<file path="src/rtl/fifo_pkg.sv">
// rtl/fifo_pkg.sv - shared types, field positions and sizing helpers for the FIFO write packer
package fifo_pkg;

  // Packer FSM: FILL accepts beats, HOLD parks a closed word until the slot frees up.
  typedef enum logic {
    FILL = 1'b0,
    HOLD = 1'b1
  } state_e;

  // Entry width: packed data lanes, beat-count field (beats-1) and the last flag.
  function automatic int out_bits(input int in_bits, input int ratio);
    return in_bits * ratio + $clog2(ratio) + 1;
  endfunction

  // LSB of the beat-count field sits directly above the data lanes.
  function automatic int cnt_lsb(input int in_bits, input int ratio);
    return in_bits * ratio;
  endfunction

  // The last flag is the MSB of the entry.
  function automatic int last_pos(input int in_bits, input int ratio);
    return out_bits(in_bits, ratio) - 1;
  endfunction

  // Field positions for the default 8-bit x4 configuration.
  localparam int DEF_CNT_LSB  = cnt_lsb(8, 4);
  localparam int DEF_LAST_POS = last_pos(8, 4);

endpackage

</file>
<file path="src/rtl/fifo_write_slot.sv">
// rtl/fifo_write_slot.sv - single-entry registered output slot feeding the FIFO write port
module fifo_write_slot
  import fifo_pkg::*;
#(
  parameter int W = 35
) (
  input  logic         write_clk,
  input  logic         write_rst_n,
  input  logic         load,
  input  logic [W-1:0] load_word,
  input  logic         p_write_full,
  output logic         out_valid,
  output logic [W-1:0] out_word,
  output logic         accept
);

  logic         valid_q, valid_d;
  logic [W-1:0] word_q, word_d;

  // The slot drains only when the FIFO has room; the word is frozen otherwise.
  assign accept    = valid_q && !p_write_full;
  assign out_valid = valid_q;
  assign out_word  = word_q;

  // Next-state: a load wins over an accept, which is what allows back-to-back words.
  always_comb begin
    valid_d = valid_q;
    word_d  = word_q;
    if (load) begin
      valid_d = 1'b1;
      word_d  = load_word;
    end else if (accept) begin
      valid_d = 1'b0;
    end
  end

  // Slot registers, cleared asynchronously so the write strobe drops at once on reset.
  always_ff @(posedge write_clk or negedge write_rst_n) begin
    if (!write_rst_n) begin
      valid_q <= 1'b0;
      word_q  <= '0;
    end else begin
      valid_q <= valid_d;
      word_q  <= word_d;
    end
  end

endmodule

</file>
<file path="src/rtl/fifo_write_packer.sv">
// rtl/fifo_write_packer.sv - packs narrow beats into FIFO entries and drives the FIFO write port
module fifo_write_packer
  import fifo_pkg::*;
#(
  parameter  int IN_BITS  = 8,
  parameter  int RATIO    = 4,
  parameter  int CNT_W    = 16,
  localparam int OUT_BITS = out_bits(IN_BITS, RATIO)
) (
  input  logic                write_clk,
  input  logic                write_rst_n,
  input  logic                s_valid,
  output logic                s_ready,
  input  logic [IN_BITS-1:0]  s_data,
  input  logic                s_last,
  input  logic                flush,
  output logic                p_write_en,
  output logic [OUT_BITS-1:0] p_write_data,
  input  logic                p_write_full,
  output logic [CNT_W-1:0]    p_word_count
);

  localparam int LANE_W   = $clog2(RATIO);
  localparam int DATA_W   = IN_BITS * RATIO;
  localparam int CNT_LSB  = cnt_lsb(IN_BITS, RATIO);
  localparam int LAST_POS = last_pos(IN_BITS, RATIO);
  localparam logic [LANE_W-1:0] LAST_LANE = LANE_W'(RATIO - 1);

  state_e              state_q, state_d;
  logic [LANE_W-1:0]   lane_q, lane_d;
  logic [DATA_W-1:0]   acc_q, acc_d;
  logic [LANE_W-1:0]   held_cnt_q, held_cnt_d;
  logic                held_last_q, held_last_d;
  logic [CNT_W-1:0]    word_cnt_q, word_cnt_d;

  logic                hs;
  logic                slot_free;
  logic                close;
  logic                load;
  logic [OUT_BITS-1:0] load_word;
  logic [DATA_W-1:0]   merged;
  logic [LANE_W-1:0]   close_cnt;
  logic                close_last;
  logic                word_last;
  logic [LANE_W-1:0]   word_cnt;
  logic [DATA_W-1:0]   word_data;
  logic                out_valid;
  logic [OUT_BITS-1:0] out_word;
  logic                accept;

  assign s_ready      = (state_q == FILL);
  assign hs           = s_valid && s_ready;
  assign slot_free    = !out_valid || accept;
  assign p_write_en   = accept;
  assign p_write_data = out_word;
  assign p_word_count = word_cnt_q;

  // Accumulate beats, decide word closure and route closed words to the slot or into HOLD.
  always_comb begin
    state_d     = state_q;
    lane_d      = lane_q;
    acc_d       = acc_q;
    held_cnt_d  = held_cnt_q;
    held_last_d = held_last_q;
    word_cnt_d  = word_cnt_q;
    merged      = acc_q;
    close       = 1'b0;
    close_cnt   = lane_q;
    close_last  = 1'b0;
    load        = 1'b0;
    word_last   = 1'b0;
    word_cnt    = '0;
    word_data   = '0;

    if (accept) begin
      word_cnt_d = word_cnt_q + CNT_W'(1);
    end

    case (state_q)
      FILL: begin
        if (hs) begin
          for (int k = 0; k < RATIO; k++) begin
            if (lane_q == LANE_W'(k)) begin
              merged[k*IN_BITS +: IN_BITS] = s_data;
            end
          end
          close      = (lane_q == LAST_LANE) || s_last || flush;
          close_cnt  = lane_q;
          close_last = s_last;
        end else if (flush && (lane_q != '0)) begin
          // A standalone flush closes what is already there; no new beat joins the word.
          close     = 1'b1;
          close_cnt = lane_q - LANE_W'(1);
        end

        if (close) begin
          if (slot_free) begin
            load      = 1'b1;
            word_last = close_last;
            word_cnt  = close_cnt;
            word_data = merged;
            lane_d    = '0;
            acc_d     = '0;
          end else begin
            acc_d       = merged;
            held_cnt_d  = close_cnt;
            held_last_d = close_last;
            state_d     = HOLD;
          end
        end else if (hs) begin
          acc_d  = merged;
          lane_d = lane_q + LANE_W'(1);
        end
      end

      HOLD: begin
        if (slot_free) begin
          load      = 1'b1;
          word_last = held_last_q;
          word_cnt  = held_cnt_q;
          word_data = acc_q;
          lane_d    = '0;
          acc_d     = '0;
          state_d   = FILL;
        end
      end

      default: state_d = FILL;
    endcase

    load_word                      = '0;
    load_word[LAST_POS]            = word_last;
    load_word[CNT_LSB +: LANE_W]   = word_cnt;
    load_word[DATA_W-1:0]          = word_data;
  end

  // Packer state registers; reset discards any partial or held word.
  always_ff @(posedge write_clk or negedge write_rst_n) begin
    if (!write_rst_n) begin
      state_q     <= FILL;
      lane_q      <= '0;
      acc_q       <= '0;
      held_cnt_q  <= '0;
      held_last_q <= 1'b0;
      word_cnt_q  <= '0;
    end else begin
      state_q     <= state_d;
      lane_q      <= lane_d;
      acc_q       <= acc_d;
      held_cnt_q  <= held_cnt_d;
      held_last_q <= held_last_d;
      word_cnt_q  <= word_cnt_d;
    end
  end

  fifo_write_slot #(
    .W (OUT_BITS)
  ) u_slot (
    .write_clk    (write_clk),
    .write_rst_n  (write_rst_n),
    .load         (load),
    .load_word    (load_word),
    .p_write_full (p_write_full),
    .out_valid    (out_valid),
    .out_word     (out_word),
    .accept       (accept)
  );

  a_no_write_when_full: assert property (@(posedge write_clk) disable iff (!write_rst_n)
    !(p_write_en && p_write_full));

  a_load_into_free_slot: assert property (@(posedge write_clk) disable iff (!write_rst_n)
    load |-> slot_free);

endmodule

</file>
<file path="config.mk">
export PLATFORM = sky130hd
export DESIGN_NAME = fifo_write_packer
export DESIGN_NICKNAME = d
export VERILOG_FILES = /design/src/rtl/fifo_pkg.sv /design/src/rtl/fifo_write_slot.sv /design/src/rtl/fifo_write_packer.sv
export SDC_FILE = /design/constraint.sdc
export NUM_CORES = 1
export LEC_CHECK = 0
export CAP_MARGIN = 30
export CORE_ASPECT_RATIO = 1.25
export CORE_UTILIZATION = 50
export DETAILED_ROUTE_END_ITERATION = 16
export PLACE_DENSITY = 0.82
export SLEW_MARGIN = 20
export SYNTH_ARGS = -nofsm -noshare
export SYNTH_HDL_FRONTEND = slang
export SYNTH_SLANG_ARGS = --single-unit
</file>
<file path="constraint.sdc">
create_clock -name write_clk -period 5.35 [get_ports write_clk]
set_input_delay 1.605 -clock write_clk [delete_from_list [all_inputs] [get_ports write_clk]]
set_output_delay 1.605 -clock write_clk [all_outputs]
set_load 0.01 [all_outputs]
</file>
Word-level counts from Yosys, hierarchy flattened
Index checks and enable logic that the tools add are counted.
- word-level logic and storage cells: 71
- output and inout bits: 53
- input bits: 14
- register bits: 90
- bitwise logic cells: 2
- multiplexer cells: 40
- add/sub/neg operators: 3
- equal/unequal tests: 5
- reductions and logical operators: 13
- operators with widths (operator ; count):
    two-way mux 32 bit ; 8
    one-hot mux 32 bit (2 select lines) ; 2
    two-way mux 8 bit ; 4
    adder 16 x 1 -> 16 bit, second input constant ; 1
    two-way mux 2 bit ; 8
    two-way mux 1 bit ; 13
    one-hot mux 2 bit (2 select lines) ; 2
    one-hot mux 1 bit (2 select lines) ; 3
    equality test 2 bit, second input constant ; 2
    nonzero test 2 bit ; 2
    logical AND 1 bit ; 3
    logical OR 1 bit ; 3
    inequality test 3 x 1 -> 1 bit, second input constant ; 1
    AND reduction 3 bit ; 1
    adder 2 x 1 -> 2 bit, second input constant ; 1
    equality test 2 x 1 -> 1 bit, second input constant ; 1
    logical NOT 1 bit ; 2
    logical NOT 2 bit ; 1
    inequality test 2 x 1 -> 1 bit, second input constant ; 1
    NOT 1 bit ; 2
    AND reduction 2 bit ; 1
    subtractor 2 x 1 -> 2 bit, second input constant ; 1

Logic depth before layout (Yosys ltp)
Gate-level depths: netlist (run 1).
- word-level depth: 8
- mapped depth: 9
- depth with buffers taken out: 6

Modules after synthesis
Synthesis (run 1) repeated with hierarchy kept, for this count alone.
- cells, all modules: 327
- area, all modules: 4334.2 µm²
- modules (own cells, without submodules) (module ; times used ; area each (µm²) ; cells an instance):
    fifo_write_packer ; 1 ; 2845.2 ; 250
    fifo_write_slot ; 1 ; 1488.9 ; 77

Least setup slack after synthesis (run 1)
OpenSTA, ideal clock, no wires.
- path kind: input to output
- from: input p_write_full
- to: output p_write_en
- arrival: 1949 ps
- cell stages on the path: 2
- data required time: 3745 ps
- slack: 1796 ps
- cell sequence: nor2b_1 clkbuf_1
- word-level cells in the longest chain between the ends: 2
- RTL lines (element ; RTL line ; source):
    start, declared ; fifo_write_packer.sv:19 ; input logic p_write_full,
    logical NOT 1 bit ; fifo_write_slot.sv:21 ; assign accept = valid_q && !p_write_full;
    logical AND 1 bit ; fifo_write_slot.sv:21 ;
    end, declared ; fifo_write_packer.sv:17 ; output logic p_write_en,
No other way between the ends.

Worst setup path after layout (run 1)
Same ends and word-level chain as after synthesis.

==> results of run 1 <==
-- state kept, by name, indices dropped and copies added (netlist names) --
| register | count |
|---|---|
| acc_q | 32 |
| held_cnt_q | 2 |
| held_last_q | 1 |
| lane_q | 2 |
| p_word_count | 16 |
| state_q | 1 |
| u_slot.out_valid | 1 |
| u_slot.out_word | 35 |
-- path summary, 6_finish.rpt --
path,start,endpoint,depth (start not counted),slack (ns)
worst max register to register,lane_q[0]$_DFFE_PN0P_,u_slot.out_word[10]$_DFFE_PN0P_,6,2.79
worst max-delay path,p_write_full,p_write_en,3,0.70
max in group asynchronous,write_rst_n,u_slot.out_word[6]$_DFFE_PN0P_,2,3.50
worst min-delay path,p_word_count[15]$_DFFE_PN0P_,p_word_count[15]$_DFFE_PN0P_,1,0.48
min in group asynchronous,write_rst_n,p_word_count[5]$_DFFE_PN0P_,1,1.22
worst min register to register,p_word_count[15]$_DFFE_PN0P_,p_word_count[15]$_DFFE_PN0P_,1,0.48
-- final cells by class --
class,instances,area [um2]
Inverter,7,26.28
Clock inverter,5,40.04
Multi-Input combinational cell,231,1630
Sequential cell,90,2252
Tap cell,95,118.9
Timing Repair Buffer,69,704.4
Fill cell,635,2938
Clock buffer,10,127.6
-- synth_stat cells, types with 3 or more instances --
cell type  count  area [um2]
buf_4          5       37.54
nor2_1        14       52.55
nor3_1         5       25.02
a21oi_1        4       20.02
mux2_2         4       45.04
nand4_1        4       25.02
nand3_1        5       25.02
and2_1         4       25.02
a22o_1         8       70.07
xnor2_1        8       70.07
dfrtp_1       90        2252
inv_1          7       26.28
a32o_1        24       240.2
xor2_1         8       70.07
buf_1          6       22.52
buf_6          6       67.56
ha_1           5       62.56
nand2_2        3       18.77
nand2_1       43       161.4
o21ai_0       37       185.2
mux2i_1       34       340.3
clkbuf_1       5       18.77
-- worst max-delay path, cell delays in order --
cell and delay (ns):
clkdlybuf4s50_1 0.45, nor2b_1 0.37, clkdlybuf4s50_1 0.62
-- through the flow --
step           util, %  cell area, um2
2_1_floorplan        -            4085
3_3_place_gp     59.88            4693
3_5_place_dp     60.23            4721
4_1_cts          62.37            4888
6_report         62.52            4900
5_1_grt          62.52            4900
-- power breakdown --
part | internal [W] | switching [W] | leakage, nW
Combinational | 0.000253 | 0.000233 | 1.03
Sequential | 0.000791 | 0.0000826 | 1.21
Clock | 0.000169 | 0.000238 | 0.0750
-- cells by family (layout without fill, tap and decap cells) --
family / count (synthesis) / count (layout)
AOI/OAI and AO/OA: 85 / 85
and+or+nand+nor: 87 / 87
adders and majority gates: 5 / 5
xor gates and xnor gates: 16 / 16
muxes: 38 / 38
buffers and inverters: 33 / 91
DFF: 90 / 90
-- placed cells by master (no fill, tap or decap), drive strengths merged, types with 2 or more instances in the layout --
| master | instances |
|---|---|
| dfrtp | 90 |
| clkdlybuf4s50 | 65 |
| nand2 | 47 |
| o21ai | 37 |
| mux2i | 34 |
| a32o | 24 |
| nor2 | 14 |
| clkbuf | 10 |
| a22o | 8 |
| xor2 | 8 |
| xnor2 | 8 |
| inv | 8 |
| a21oi | 6 |
| nor3 | 5 |
| nand3 | 5 |
| ha | 5 |
| and2 | 4 |
| mux2 | 4 |
| nand4 | 4 |
| buf | 4 |
| clkinvlp | 3 |
| nor2b | 3 |
| o21a | 2 |
-- layer usage --
layer  vias up  part of all wire [%]  track usage [%]
li1       1376                     -                -
met1      1457                    44            26.80
met2        69                    50            32.60
met3        16                   4.2            4.323
met4         0                   2.2            9.549
met5         -                     0                0
==> results.json, run 1 <==
{
  "syn_inst": 354,
  "cp_max_fo": 6,
  "place_ws_ns": 0.7075,
  "maxSlewViolCount": 0,
  "synth_top_family_by_area": "compound AO/OA/AOI/OAI gates",
  "ctsResizeCount": 0,
  "max_cap_viol_count": 0,
  "whs_ns": 0.4796,
  "yosys.area_share.adder_pct": 1.531,
  "initial_core_util_pct": 52.12,
  "clock_skew_ns": 0.01338,
  "dieArea_um2": 8538,
  "ys.flop_type": "dfrtp_1",
  "wirelength_mm": 8.195,
  "place_congestion": 0.8205,
  "n_antenna_cell": 0,
  "fin_tns_setup_ns": 0,
  "fin_cells": 507,
  "std_cell_rows": 36,
  "seq_area_frac_synth_pct": 55.13,
  "grt_pass1_vias": 2777,
  "area_growth_pct": 19.94,
  "syn_area_per_cell_um2": 11.54,
  "synth_simple_gate_area_share_pct": 9.954,
  "leakagePower_nw": 2.308,
  "outcome": "completed",
  "numPortBuffers": 66,
  "netlist_area_um2": 4085,
  "synth_compound_area_share_pct": 15.31,
  "ioPinCount": 67,
  "postSynth.asyncResetShare_pct": 100.0,
  "synth_warnings": 0,
  "detail_route.vias_per_cell": 5.755,
  "die_x_um": 82.85,
  "clock_path_buffers": 2,
  "overflow": 0,
  "worstHoldPathType": "flop to flop",
  "power.total_w": 0.001766,
  "ir_worst_vdd_mv": 0.2619,
  "cts_tree": "done",
  "grt_pass1_wl_mm": 13.66,
  "crit_path_start_kind": "input port",
  "grt_antenna_before_repair": 0,
  "rsz0062_at_grt": "no",
  "cts_made_buffers": 9,
  "num_vias": 2918,
  "synth_xor_area_share_pct": 3.430,
  "crit_type": "input port to output pin",
  "p_per_area_nw_per_um2": 360.5,
  "synth_edf_count": 0,
  "worstMarginPinSlew_ns": 0.6332,
  "crit_path_end_kind": "output pin",
  "cts_sinks": 90,
  "htree_levels": 3,
  "post-route-min-period_ns": 4.647,
  "worstPathRequired_ns": 3.74,
  "slew-limit-headroom_pct": 57.69,
  "clock_latency_ns": 0.37,
  "path_clk_slew_ns": 0.10,
  "synth.area.mux_share_pct": 9.433,
  "wl_per_cell_um": 16.16,
  "setup_violations": 0,
  "dpl.hpwl_mm": 5.571,
  "fin_nets": 427,
  "placed_cells": 491,
  "die_h_um": 103.1,
  "synth_nets": 373,
  "arrival_ns": 3.04,
  "remaining_drc_errors": 0,
  "post_cts_buffers": 0,
  "holdBufCountCts": 0,
  "final_hold_viol_count": 0,
  "synth_seq_cells": 90,
  "synth.distinct_cells": 43,
  "fin_crit_sh_pct": 86.86,
  "core-area_um2": 7838,
  "drt-initial-drc-count": 182,
  "fmax_mhz": 215.2,
  "worst_slack_ns": 0.7030,
  "grt_max_degree": 66,
  "clockRootBuffer": "clkbuf_8",
  "dr.pass1.iters": 4,
  "grt_usage_pct": 20.34,
  "ant_nets": 0,
  "drive_gt1_share_pct": 7.524
}
No activity file was read; power rests on OpenSTA's default activity.
==> inputs of run 2 (changes only) <==
--- a/config.mk
+++ b/config.mk
@@ -10,6 +10,7 @@
 export CORE_UTILIZATION = 50
 export DETAILED_ROUTE_END_ITERATION = 16
 export PLACE_DENSITY = 0.82
+export RECOVER_POWER = 25
 export SLEW_MARGIN = 20
 export SYNTH_ARGS = -nofsm -noshare
 export SYNTH_HDL_FRONTEND = slang
==> results.json, run 2 (synthesized netlist as in run 1, its figures left out) <==
{
  "outcome": "finished with violations",
  "violations": "max-capacitance violations, max-slew violations",
  "num_vias": 2918,
  "max_cap_viol_count": 1,
  "place_ws_ns": 0.7075,
  "cts_made_buffers": 9,
  "fmax_mhz": 215.2,
  "rr_endpoint": "u_slot.out_word[26]$_DFFE_PN0P_",
  "rsz0062_at_grt": "no",
  "switching_power_w": 0.0005528,
  "fin_crit_sh_pct": 86.86,
  "worstHoldPathType": "flop to flop",
  "p_per_area_nw_per_um2": 361.9,
  "postPlaceCellArea_um2": 4721,
  "drive_gt1_share_pct": 7.282,
  "clock_skew_ns": 0.01385,
  "core-area_um2": 7838,
  "fin_tns_setup_ns": 0,
  "ant_nets": 0,
  "ctsResizeCount": 0,
  "die_x_um": 82.85,
  "die_h_um": 103.1,
  "dr.pass1.iters": 4,
  "cts_tree": "done",
  "p_comb_share_pct": 27.4,
  "worstMarginPinSlew_ns": 2.108,
  "grt_max_degree": 66,
  "final_hold_viol_count": 0,
  "maxSlewViolCount": 41,
  "std_cell_rows": 36,
  "r2r_cells": 6,
  "area_growth_pct": 19.30,
  "grt_pass1_wl_mm": 13.66,
  "drt-initial-drc-count": 182,
  "initial_core_util_pct": 52.12,
  "path_clk_slew_ns": 0.10,
  "mostFrequentLayoutCells": "dfrtp_1 (90), clkdlybuf4s50_1 (65), nand2_1 (43), o21ai_0 (37), mux2i_1 (34)",
  "dieArea_um2": 8538,
  "crit_path_start_kind": "input port",
  "htree_levels": 3,
  "cts_sinks": 90,
  "cp_max_fo": 6,
  "largest_reg_flops": 35,
  "setup_violations": 0,
  "wl_per_cell_um": 16.15,
  "ir_worst_vdd_mv": 0.2624,
  "crit_type": "input port to output pin",
  "post_cts_buffers": 0,
  "ff2ff_setup_slack_ns": 2.78,
  "power_frac_clock_pct": 23.0,
  "remaining_drc_errors": 0,
  "grt_pass1_vias": 2777,
  "hold_path_depth": 1,
  "n_antenna_cell": 0,
  "grt_usage_pct": 20.34,
  "post-route-min-period_ns": 4.647,
  "ioPinCount": 67,
  "clock_latency_ns": 0.37,
  "wirelength_mm": 8.189,
  "detail_route.vias_per_cell": 5.755,
  "grt_antenna_before_repair": 0,
  "p_seq_share_pct": 49.5,
  "layout_commonest_cell": "dfrtp_1",
  "clockRootBuffer": "clkbuf_8",
  "fin_nets": 427,
  "swShare_pct": 31.35,
  "place_congestion": 0.8205,
  "dpl.hpwl_mm": 5.571,
  "worstHoldEndpoint": "p_word_count[15]$_DFFE_PN0P_",
  "leakagePower_nw": 2.296,
  "min_from": "p_word_count[15]$_DFFE_PN0P_",
  "worstPathRequired_ns": 3.74,
  "numPortBuffers": 66,
  "arrival_ns": 3.04,
  "slew-limit-headroom_pct": -40.56,
  "stdcell_area_um2": 4873,
  "clock_path_buffers": 2,
  "internal_power_w": 0.001211,
  "worst_slack_ns": 0.7030,
  "overflow": 0,
  "crit_path_end_kind": "output pin",
  "r2r_start": "lane_q[0]$_DFFE_PN0P_",
  "holdBufCountCts": 0
}
[run 2: cell count changes in the layout (fill, tap and decap cells not counted)]
cell	before	now
clkbuf_2	0	1
clkbuf_1	1	2
buf_16	1	0
buf_4	2	1
[run 2: metrics by stage]
stage	instances	hold WS [ns]	total power, W	util, %
2_1_floorplan	354	0.4658	0.001155	-
3_3_place_gp	490	0.4563	0.001353	59.88
3_5_place_dp	491	0.4687	0.001375	60.23
4_1_cts	506	0.4820	0.001782	62.37
5_1_grt	507	0.5032	0.001869	62.18
6_report	507	0.4796	0.001764	62.18
[run 2: power by group through the flow]
stage / sequential [W] / combinational, W / clock [W]
final: 0.000874 / 0.000484 / 0.000406
after global routing: 0.000892 / 0.000530 / 0.000447
after CTS: 0.000874 / 0.000489 / 0.000418
after detailed placement: 0.000887 / 0.000488 / 0
after global placement: 0.000881 / 0.000473 / 0
after floorplan: 0.000907 / 0.000248 / 0
[run 2: critical path: stages]
cell             delay [ns]
clkdlybuf4s50_1        0.45
nor2b_1                0.37
clkdlybuf4s50_1        0.62
[run 2: worst max-delay path by stage]
stage                 start          to  slack (ns)  depth (start not counted)
2_1_floorplan  p_write_full  p_write_en        1.80                          2
3_3_place_gp   p_write_full  p_write_en        0.76                          3
3_5_place_dp   p_write_full  p_write_en        0.71                          3
4_1_cts        p_write_full  p_write_en        0.70                          3
5_1_grt        p_write_full  p_write_en        0.63                          3
6_report       p_write_full  p_write_en        0.70                          3
[run 2: area by class of cell]
cell class	count	area, um2
clock inverter	5	40.04
sequential	90	2252
clock buffer	10	127.6
fill	637	2964
multi-input combinational	231	1630
tap	95	118.9
inverter	7	26.28
timing repair buffer	69	678.2
[run 2: per-layer routing]
layer | up-vias | part of all wire, % | global-route usage (%)
met5 | - | 0 | 0
met4 | 0 | 2.0 | 9.549
met3 | 17 | 4.5 | 4.323
met2 | 74 | 49 | 32.60
met1 | 1452 | 44 | 26.80
li1 | 1375 | - | -
==> inputs of run 3 (changes only) <==
--- a/config.mk
+++ b/config.mk
@@ -7,9 +7,9 @@
 export LEC_CHECK = 0
 export CAP_MARGIN = 30
 export CORE_ASPECT_RATIO = 1.25
-export CORE_UTILIZATION = 50
+export CORE_UTILIZATION = 57
 export DETAILED_ROUTE_END_ITERATION = 16
-export PLACE_DENSITY = 0.82
+export PLACE_DENSITY = 0.9
 export RECOVER_POWER = 25
 export SLEW_MARGIN = 20
 export SYNTH_ARGS = -nofsm -noshare
==> results.json, run 3 (synthesized netlist as in run 1, its figures left out) <==
{
  "outcome": "finished with violations",
  "violations": "max-capacitance violations, max-slew violations",
  "die_h_um": 96.65,
  "worstHoldEndpoint": "p_word_count[15]$_DFFE_PN0P_",
  "grt_usage_pct": 23.74,
  "wl_per_cell_um": 16.19,
  "cts_made_buffers": 9,
  "switching_power_w": 0.0005653,
  "grt_max_degree": 94,
  "dr.pass1.iters": 4,
  "power_frac_clock_pct": 23.5,
  "dpl.hpwl_mm": 5.558,
  "cts_sinks": 90,
  "remaining_drc_errors": 0,
  "p_per_area_nw_per_um2": 365.3,
  "crit_path_end_kind": "output pin",
  "ant_nets": 0,
  "detail_route.vias_per_cell": 5.725,
  "post-route-min-period_ns": 4.662,
  "initial_core_util_pct": 58.91,
  "crit_top_cell": "clkdlybuf4s50_1",
  "rsz0062_at_grt": "no",
  "worstMarginPinSlew_ns": 1.584,
  "ir_worst_vdd_mv": 0.2053,
  "clock_latency_ns": 0.35,
  "ff2ff_setup_slack_ns": 2.81,
  "internal_power_w": 0.001212,
  "htree_levels": 3,
  "crit_path_start_kind": "input port",
  "ioPinCount": 67,
  "std_cell_rows": 34,
  "place_congestion": 0.8477,
  "die_x_um": 77.72,
  "mostFrequentLayoutCells": "dfrtp_1 (90), clkdlybuf4s50_1 (65), nand2_1 (43), o21ai_0 (37), mux2i_1 (34)",
  "arrival_ns": 3.06,
  "hold_path_depth": 1,
  "grt_antenna_before_repair": 0,
  "post_cts_buffers": 0,
  "layout_commonest_cell": "dfrtp_1",
  "ctsResizeCount": 0,
  "area_growth_pct": 19.08,
  "max_cap_viol_count": 1,
  "p_seq_share_pct": 49.4,
  "clockRootBuffer": "clkbuf_8",
  "grt_pass1_vias": 2835,
  "path_buf_inv": 2,
  "path_cells": "clkdlybuf4s50_1, nor2b_1, clkdlybuf4s50_1",
  "cts_tree": "done",
  "setup_violations": 0,
  "drt-initial-drc-count": 153,
  "final_hold_viol_count": 0,
  "largest_reg_flops": 35,
  "maxSlewViolCount": 31,
  "leakagePower_nw": 2.305,
  "overflow": 0,
  "clock_path_buffers": 2,
  "p_comb_share_pct": 27.2,
  "slew-limit-headroom_pct": -5.622,
  "holdBufCountCts": 0,
  "fin_crit_sh_pct": 87.15,
  "numPortBuffers": 66,
  "drive_gt1_share_pct": 7.524,
  "worstPathRequired_ns": 3.74,
  "core-area_um2": 6934,
  "wirelength_mm": 8.128,
  "dieArea_um2": 7512,
  "slowest_stage": "clkdlybuf4s50_1",
  "slowest_delay_ns": 0.62,
  "fin_nets": 426,
  "r2r_cells": 6,
  "worstHoldPathType": "flop to flop",
  "fin_tns_setup_ns": 0,
  "crit_type": "input port to output pin",
  "min_from": "p_word_count[15]$_DFFE_PN0P_",
  "cp_max_fo": 6,
  "path_clk_slew_ns": 0.09,
  "r2r_start": "lane_q[0]$_DFFE_PN0P_",
  "fmax_mhz": 214.5,
  "num_vias": 2874,
  "n_antenna_cell": 0,
  "grt_pass1_wl_mm": 13.89,
  "fillers": 512,
  "swShare_pct": 31.82,
  "rr_endpoint": "u_slot.out_word[25]$_DFFE_PN0P_",
  "power.total_w": 0.001777,
  "crit_family": "buffers and inverters",
  "clock_skew_ns": 0.01232
}
[run 3: cell types whose count changed in the layout (fill, tap and decap cells not counted)]
cell,previous run,this run
clkinv_4,1,2
clkbuf_1,2,1
buf_6,1,0
clkinvlp_4,3,1
clkinv_2,0,2
inv_6,1,2
[run 3: worst max path at each step]
stage / depth (start not counted) / to / from / slack [ns]
CTS: 3 / p_write_en / p_write_full / 0.70
global placement: 3 / p_write_en / p_write_full / 0.76
global route: 3 / p_write_en / p_write_full / 0.62
detailed placement: 3 / p_write_en / p_write_full / 0.71
finish: 3 / p_write_en / p_write_full / 0.69
floorplan: 2 / p_write_en / p_write_full / 1.80
[run 3: area by class of cell]
class                           count  area (um2)  share of cell area [%]
Timing Repair Buffer               68       666.9                   13.71
Sequential cell                    90        2252                   46.30
Tap cell                           90       112.6                   2.315
Clock inverter                      7       52.55                   1.080
Inverter                            7       26.28                  0.5401
Multi-Input combinational cell    231        1630                   33.51
Clock buffer                        9       123.9                   2.546
[run 3: stage by stage]
stage               utilization (%)  area, um2  hold WS [ns]  instances  setup slack (ns)
global route                  70.16       4865        0.4988        502            0.6191
detailed placement            67.99       4715        0.4574        486            0.7068
finish                        70.16       4865        0.4655        502            0.6877
floorplan                         -       4085        0.4658        354             1.796
global placement              67.59       4687        0.4552        485            0.7604
CTS                           70.53       4891        0.4747        502            0.7049
[run 3: routing by layer]
layer / routed length [um] / global-route usage [%] / vias up
li1: - / - / 1369
met2: 4166 / 40.16 / 65
met3: 301 / 5.094 / 8
met4: 93 / 6.676 / 0
met1: 3566 / 30.66 / 1432
met5: 0 / 0 / -
[run 3: worst register-to-register path, stage by stage, from the launching register on]
cell	delay [ns]
dfrtp_1	0.48
inv_1	0.15
ha_1	0.29
or3b_1	0.44
o311ai_4	0.10
buf_4	0.66
o21ai_0	0.26
[run 3: power groups by stage]
stage / Combinational, W / Clock [W] / Sequential (W)
detailed placement: 0.000490 / 0 / 0.000889
global route: 0.000531 / 0.000452 / 0.000895
CTS: 0.000492 / 0.000431 / 0.000876
floorplan: 0.000248 / 0 / 0.000907
finish: 0.000483 / 0.000417 / 0.000877
global placement: 0.000472 / 0 / 0.000880
